## config.mk

```make
export PLATFORM = sky130hd
export DESIGN_NAME = sr_trace_buffer
export DESIGN_NICKNAME = d
export VERILOG_FILES = /design/src/rtl/sr_trace_pkg.sv /design/src/rtl/sr_trace_ram.sv /design/src/rtl/sr_trace_buffer.sv
export SDC_FILE = /design/constraint.sdc
export NUM_CORES = 2
export LEC_CHECK = 0
export BUFFER_PORTS_ARGS = -buffer_cell sky130_fd_sc_hd__buf_2
export CAP_MARGIN = 10
export CORE_MARGIN = 2
export CORE_UTILIZATION = 36
export CTS_CLUSTER_SIZE = 24
export DETAILED_ROUTE_END_ITERATION = 6
export GPL_TIMING_DRIVEN = 0
export SLEW_MARGIN = 30
export SYNTH_ARGS = -nofsm -noshare
export SYNTH_HDL_FRONTEND = slang
export SYNTH_SLANG_ARGS = --single-unit
export TNS_END_PERCENT = 50
```

## constraint.sdc

```tcl
create_clock -name clk -period 12.7 [get_ports clk]
set_clock_uncertainty 0.15 [all_clocks]
set_input_delay 0.635 -clock clk [delete_from_list [all_inputs] [get_ports clk]]
set_output_delay 0.635 -clock clk [all_outputs]
set_load 0.02 [all_outputs]
```

## src/rtl/sr_trace_pkg.sv

```systemverilog
`default_nettype none
// ============================================================================
// Module  : sr_trace_pkg
// Brief   : Shared state encoding and entry-width helpers for the trace buffer.
// Revision: 1.0
// ============================================================================
package sr_trace_pkg;

    typedef enum logic [1:0] {
        ST_RUN  = 2'd0,
        ST_HALT = 2'd1,
        ST_TMO  = 2'd2
    } trace_state_t;

    localparam int INSTR_W = 32;

    function automatic int trace_entry_w(input int ts_w, input int pc_w);
        return ts_w + pc_w + INSTR_W;
    endfunction

    localparam int TRACE_ENTRY_W = trace_entry_w(32, 32);

endpackage
`default_nettype wire

```

## src/rtl/sr_trace_ram.sv

```systemverilog
`default_nettype none
// ============================================================================
// Module  : sr_trace_ram
// Brief   : Simple dual-port entry store, synchronous write, registered read.
// Revision: 1.0
// ============================================================================
module sr_trace_ram
    import sr_trace_pkg::*;
#(
    parameter  int DEPTH = 16,
    parameter  int WIDTH = TRACE_ENTRY_W,
    localparam int AW    = $clog2(DEPTH)
) (
    input  logic             clk,
    input  logic             rst,
    input  logic             i_we,
    input  logic [AW-1:0]    i_waddr,
    input  logic [WIDTH-1:0] i_wdata,
    input  logic             i_re,
    input  logic [AW-1:0]    i_raddr,
    output logic [WIDTH-1:0] o_rdata
);

    logic [WIDTH-1:0] r_mem [DEPTH];
    logic [WIDTH-1:0] r_rdata;

    always_ff @(posedge clk) begin
        if (i_we) begin
            r_mem[i_waddr] <= i_wdata;
        end
    end

    // Read-before-write on an address collision returns the old entry.
    always_ff @(posedge clk or posedge rst) begin
        if (rst) begin
            r_rdata <= '0;
        end else if (i_re) begin
            r_rdata <= r_mem[i_raddr];
        end
    end

    assign o_rdata = r_rdata;

endmodule
`default_nettype wire

```

## src/rtl/sr_trace_buffer.sv

```systemverilog
`default_nettype none
// ============================================================================
// Module  : sr_trace_buffer
// Brief   : Retirement trace FIFO with halt detection and fetch watchdog.
// Revision: 1.0
// ============================================================================
module sr_trace_buffer
    import sr_trace_pkg::*;
#(
    parameter int          PC_W       = 32,
    parameter int          TS_W       = 32,
    parameter int          DEPTH      = 16,
    parameter int          CIRCULAR   = 1,
    parameter logic [31:0] HALT_INSTR = 32'h63,
    parameter int unsigned TIMEOUT    = 120
) (
    input  logic                     clk,
    input  logic                     rst,
    input  logic                     clr,
    input  logic                     im_drdy,
    input  logic [PC_W-1:0]          pc,
    input  logic [31:0]              instr,
    input  logic                     rd_en,
    output logic                     rd_valid,
    output logic [TS_W-1:0]          rd_ts,
    output logic [PC_W-1:0]          rd_pc,
    output logic [31:0]              rd_instr,
    output logic [$clog2(DEPTH):0]   count,
    output logic [TS_W-1:0]          retired,
    output logic                     halted,
    output logic                     timed_out,
    output logic                     overflow
);

    localparam int              c_AW      = $clog2(DEPTH);
    localparam int              c_CW      = c_AW + 1;
    localparam int              c_EW      = trace_entry_w(TS_W, PC_W);
    localparam int              c_IW      = (TIMEOUT > 0) ? $clog2(TIMEOUT + 1) : 1;
    localparam logic [c_CW-1:0] c_DEPTH   = c_CW'(DEPTH);
    localparam logic [c_IW-1:0] c_TMO     = c_IW'(TIMEOUT);
    localparam bit              c_CIRC    = (CIRCULAR != 0);
    localparam bit              c_WDOG_EN = (TIMEOUT != 0);

    trace_state_t    r_state, w_state_nxt;
    logic [TS_W-1:0] r_cycle;
    logic [TS_W-1:0] r_retired;
    logic [c_IW-1:0] r_idle, w_idle_nxt;
    logic [c_AW-1:0] r_wr_ptr, r_rd_ptr;
    logic [c_CW-1:0] r_count;
    logic            r_overflow;
    logic            r_rd_valid;

    logic            w_cap, w_rd, w_full, w_wr, w_loss, w_rd_adv, w_inc, w_dec;
    logic [c_EW-1:0] w_wdata, w_rdata;

    assign w_full   = (r_count == c_DEPTH);
    assign w_cap    = im_drdy && !clr && (r_state == ST_RUN);
    assign w_rd     = rd_en && !clr && (r_count != '0);
    assign w_wr     = w_cap && (!w_full || w_rd || c_CIRC);
    // A capture into a full buffer with no concurrent pop loses an entry.
    assign w_loss   = w_cap && w_full && !w_rd;
    assign w_rd_adv = w_rd || (w_loss && c_CIRC);
    assign w_inc    = w_wr && !w_rd && !w_full;
    assign w_dec    = w_rd && !w_wr;
    assign w_wdata  = {r_cycle, pc, instr};

    always_comb begin
        w_idle_nxt = r_idle;
        if (r_state == ST_RUN) begin
            if (im_drdy) begin
                w_idle_nxt = '0;
            end else if (r_idle != c_TMO) begin
                w_idle_nxt = r_idle + c_IW'(1);
            end
        end
    end

    always_comb begin
        w_state_nxt = r_state;
        if (clr) begin
            w_state_nxt = ST_RUN;
        end else if (r_state == ST_RUN) begin
            if (w_cap && (instr == HALT_INSTR)) begin
                w_state_nxt = ST_HALT;
            end else if (c_WDOG_EN && (w_idle_nxt == c_TMO)) begin
                w_state_nxt = ST_TMO;
            end
        end
    end

    always_ff @(posedge clk or posedge rst) begin
        if (rst) begin
            r_state <= ST_RUN;
        end else begin
            r_state <= w_state_nxt;
        end
    end

    always_ff @(posedge clk or posedge rst) begin
        if (rst) begin
            r_cycle    <= '0;
            r_retired  <= '0;
            r_idle     <= '0;
            r_wr_ptr   <= '0;
            r_rd_ptr   <= '0;
            r_count    <= '0;
            r_overflow <= 1'b0;
            r_rd_valid <= 1'b0;
        end else if (clr) begin
            r_cycle    <= '0;
            r_retired  <= '0;
            r_idle     <= '0;
            r_wr_ptr   <= '0;
            r_rd_ptr   <= '0;
            r_count    <= '0;
            r_overflow <= 1'b0;
            r_rd_valid <= 1'b0;
        end else begin
            r_cycle    <= r_cycle + TS_W'(1);
            r_idle     <= w_idle_nxt;
            r_rd_valid <= w_rd;
            if (w_cap) begin
                r_retired <= r_retired + TS_W'(1);
            end
            if (w_wr) begin
                r_wr_ptr <= r_wr_ptr + c_AW'(1);
            end
            if (w_rd_adv) begin
                r_rd_ptr <= r_rd_ptr + c_AW'(1);
            end
            if (w_inc) begin
                r_count <= r_count + c_CW'(1);
            end else if (w_dec) begin
                r_count <= r_count - c_CW'(1);
            end
            if (w_loss) begin
                r_overflow <= 1'b1;
            end
        end
    end

    sr_trace_ram #(
        .DEPTH (DEPTH),
        .WIDTH (c_EW)
    ) u_ram (
        .clk     (clk),
        .rst     (rst),
        .i_we    (w_wr),
        .i_waddr (r_wr_ptr),
        .i_wdata (w_wdata),
        .i_re    (w_rd),
        .i_raddr (r_rd_ptr),
        .o_rdata (w_rdata)
    );

    assign rd_valid  = r_rd_valid;
    assign rd_ts     = w_rdata[c_EW-1 -: TS_W];
    assign rd_pc     = w_rdata[PC_W+31 -: PC_W];
    assign rd_instr  = w_rdata[31:0];
    assign count     = r_count;
    assign retired   = r_retired;
    assign halted    = (r_state == ST_HALT);
    assign timed_out = (r_state == ST_TMO);
    assign overflow  = r_overflow;

endmodule
`default_nettype wire

```

==> flow_summary.yaml <==
die:
  coreArea_um2: 180000
  initial_core_util_pct: 36.2
  die_height_um: 430
  dieArea_um2: 185000
  fp-row-count: 156
  die_x_um: 430
  ioPinCount: 206
clocking:
  cts_tree: "yes"
  cts_hold_buf: 6
  post-cts-setup-buffers: 0
  cts_resized: 0
  cts_sinks: 1720
  insertion_delay_ns: 0.80
  h-tree-depth: 4
  clockBufferDepth: 3
  clockRootBuffer: "clkbuf_16"
  path_clk_slew_ns: 0.07
  cts_buffers: 172
power:
  swShare_pct: 25.9
  fin_total_pwr_uw: 13700
  p_comb_share_pct: 16.4
  p_clk_share_pct: 36.3
  max-vdd-ir-drop_mv: 0.159
  leakage_uw: 0.0259
  power.density_nw_per_um2: 176
  p_int_uw: 10100
  pwr-share-seq_pct: 47.2
  switchingPower_uw: 3540
global_routing:
  track_usage_pct: 17.8
  grt_pass1_vias: 34400
  grt_pass1_wl_um: 241000
  gr-total-overflow: 0
  antenna_found_initial: 16
  grt_max_degree: 65
placed_design:
  numPortBuffers: 205
  preCtsSetupSlack_ns: 8.19
  place_hpwl_um: 112000
  place_congestion: 0.752
  dpl_cell_area_um2: 72000
min_path:
  hp-start: "pc[4]"
  hold_depth: 1
  holdPathEnd: "u_ram.r_mem[4][36]"
  hold_class: "input pin to flip-flop"
sta:
  tightest_slew_ns: 0.986
  setup_ws_ns: 8.60
  fin_setup_tns_ns: 0
  rsz0062_at_grt: "no"
  relSlewSlack_pct: 34.3
  post-route-period-util_pct: 32.3
  fin_crit_ns: 4.10
  maxSlewViolCount: 0
  hold_viol_final: 0
  fmax_mhz: 244
  setup_viol: 0
setup_path:
  cpMaxStageDelayCell: "buf_2"
  critPathCaptureType: "flip-flop"
  cp.required_ns: 13.26
  max_stage_delay_ns: 0.69
  r2r-end: "u_ram.o_rdata[77]"
  crit_type: "flip-flop to flip-flop"
  start_kind: "flip-flop"
  r2r_slack_ns: 8.60
  setup.worst_path.start: "count[0]"
  crit_chain: "or4_1, o21ai_0, nand2b_1, buf_4, buf_2, buf_2, nand2_1, o21ai_0"
  cp_max_fo: 10
  crit_arrival_ns: 4.66
  rr_worst_depth: 8
  worst_r2r_startpoint: "count[0]"
final_layout:
  final_common_cell: "edfxtp_1"
  regArea_um2: 50700
  multi_input_area_um2: 13800
  final_nets: 3840
  syn2layout_area_growth_pct: 18.8
  nFillCells: 15600
  post-route-util_pct: 43.0
  drive_gt1_share_pct: 31.4
  final_cell_mix: "edfxtp_1, mux4_2, buf_2"
  design_area_um2: 77500
detailed_routing:
  antenna_left: 0
  drc: 0
  post_drt_wl_per_cell_um: 26.3
  drt_iter0_drc: 3453
  vias: 33600
  post_drt_via_cell_ratio: 5.35
  drt-total-wl_um: 165000
  dr.pass1.iters: 5
logic_synthesis:
  syn_inst: 3082
  ys_warn_count: 0
  synth.cell_area_um2: 65300
  async_flop_share_pct: 10.7
  seq_area_frac_synth_pct: 77.7
  synth.distinct_cells: 57
  syn_area_per_cell_um2: 21.2
  synth_edf_count: 1536
  ys.flop_type: "edfxtp_1"
  synth_seq_cells: 1720
  synthesis.nets: 3165
flow_run:
  max_cap_viol_count: 0
outcome:
  status: "finished clean"
power groups by stage:
stage,Sequential [µW],Clock (µW),Combinational (µW)
global route,6470,5260,2420
global placement,6590,0,2270
finish,6450,4960,2240
CTS,6460,5050,2310
floorplan,6730,0,1340
detailed placement,6580,0,2300
synthesized netlist by cell type (5+ instances only):
master / n / share of area (%)
xnor2_1: 32 / 0.43
nand2_1: 131 / 0.75
buf_1: 11 / 0.063
a21oi_1: 16 / 0.12
nor2_1: 79 / 0.45
a221oi_1: 96 / 1.3
mux4_2: 384 / 13
nand4_1: 20 / 0.19
edfxtp_1: 1536 / 71
nor4_1: 15 / 0.14
clkbuf_1: 105 / 0.60
nor2b_1: 7 / 0.067
and2_1: 6 / 0.058
dfrtp_1: 184 / 7.1
or3_1: 12 / 0.12
mux2i_1: 5 / 0.077
buf_2: 55 / 0.42
and4_1: 10 / 0.13
ha_1: 13 / 0.25
o21ai_0: 107 / 0.82
nor3_1: 28 / 0.21
xor2_1: 30 / 0.40
nand3_1: 25 / 0.19
a22o_1: 96 / 1.3
inv_1: 19 / 0.11
and3_1: 7 / 0.067
sequential cells by signal, indices dropped and copies added (netlist names):
| signal | cells |
|---|---|
| r_cycle | 32 |
| rd_valid | 1 |
| r_state | 2 |
| r_wr_ptr | 4 |
| retired | 32 |
| count | 5 |
| u_ram.r_mem | 1536 |
| u_ram.o_rdata | 96 |
| overflow | 1 |
| r_rd_ptr | 4 |
| r_idle | 7 |
layer usage:
layer | up-vias | share of wire [%] | GRT usage, % | wire length, µm
met5 | - | 0.030 | 0 | 49
met1 | 18000 | 42 | 24.6 | 69600
met2 | 1145 | 49 | 29.0 | 80900
met3 | 225 | 6.6 | 3.45 | 10900
li1 | 14200 | - | - | -
met4 | 10 | 2.2 | 4.70 | 3610
how the worst max path moves through the flow:
stage	to	slack, ns	cells past startpoint
after floorplan	u_ram.r_mem[0][0]	1.48	2
after global placement	u_ram.r_mem[2][35]	-10.67	3
after detailed placement	u_ram.r_mem[8][21]	8.19	11
after CTS	u_ram.o_rdata[77]	8.46	8
after global routing	u_ram.o_rdata[80]	8.35	8
final	u_ram.o_rdata[77]	8.60	8
kinds of logic after synthesis:
| family | Yosys count | synth area share [%] |
|---|---|---|
| buffers and inverters | 195 | 1.27 |
| multiplexers | 393 | 13.4 |
| adder cells (fa/ha/maj) | 14 | 0.280 |
| AND/OR/NAND/NOR | 363 | 2.71 |
| flip-flops | 1720 | 77.7 |
| AO/OA/AOI/OAI | 335 | 3.78 |
| XOR/XNOR | 62 | 0.832 |
stage by stage:
step	std cells	hold slack [ns]
finish	6276	0.0559
global route	6274	0.0395
CTS	6272	0.00236
detailed placement	5947	0.317
global placement	5657	0.313
floorplan	3082	0.353
area by class of cell:
cell class | instances | area share, %
timing repair buffer | 501 | 4.74
sequential | 1720 | 65.4
antenna | 4 | 0.0129
buffer | 176 | 0.989
inverter | 19 | 0.102
tap | 2370 | 3.82
clock buffer | 231 | 6.03
multi-input combinational | 1167 | 17.8
clock inverter | 88 | 1.08
worst max-delay path, delay by kind of cell, from the launching register on:
kind	cells	cell delay, ns
flops	1	0.46
compound gates	2	0.57
simple gates	3	1.15
buf+inv	3	1.61
Power figures use the tool's default switching activity.
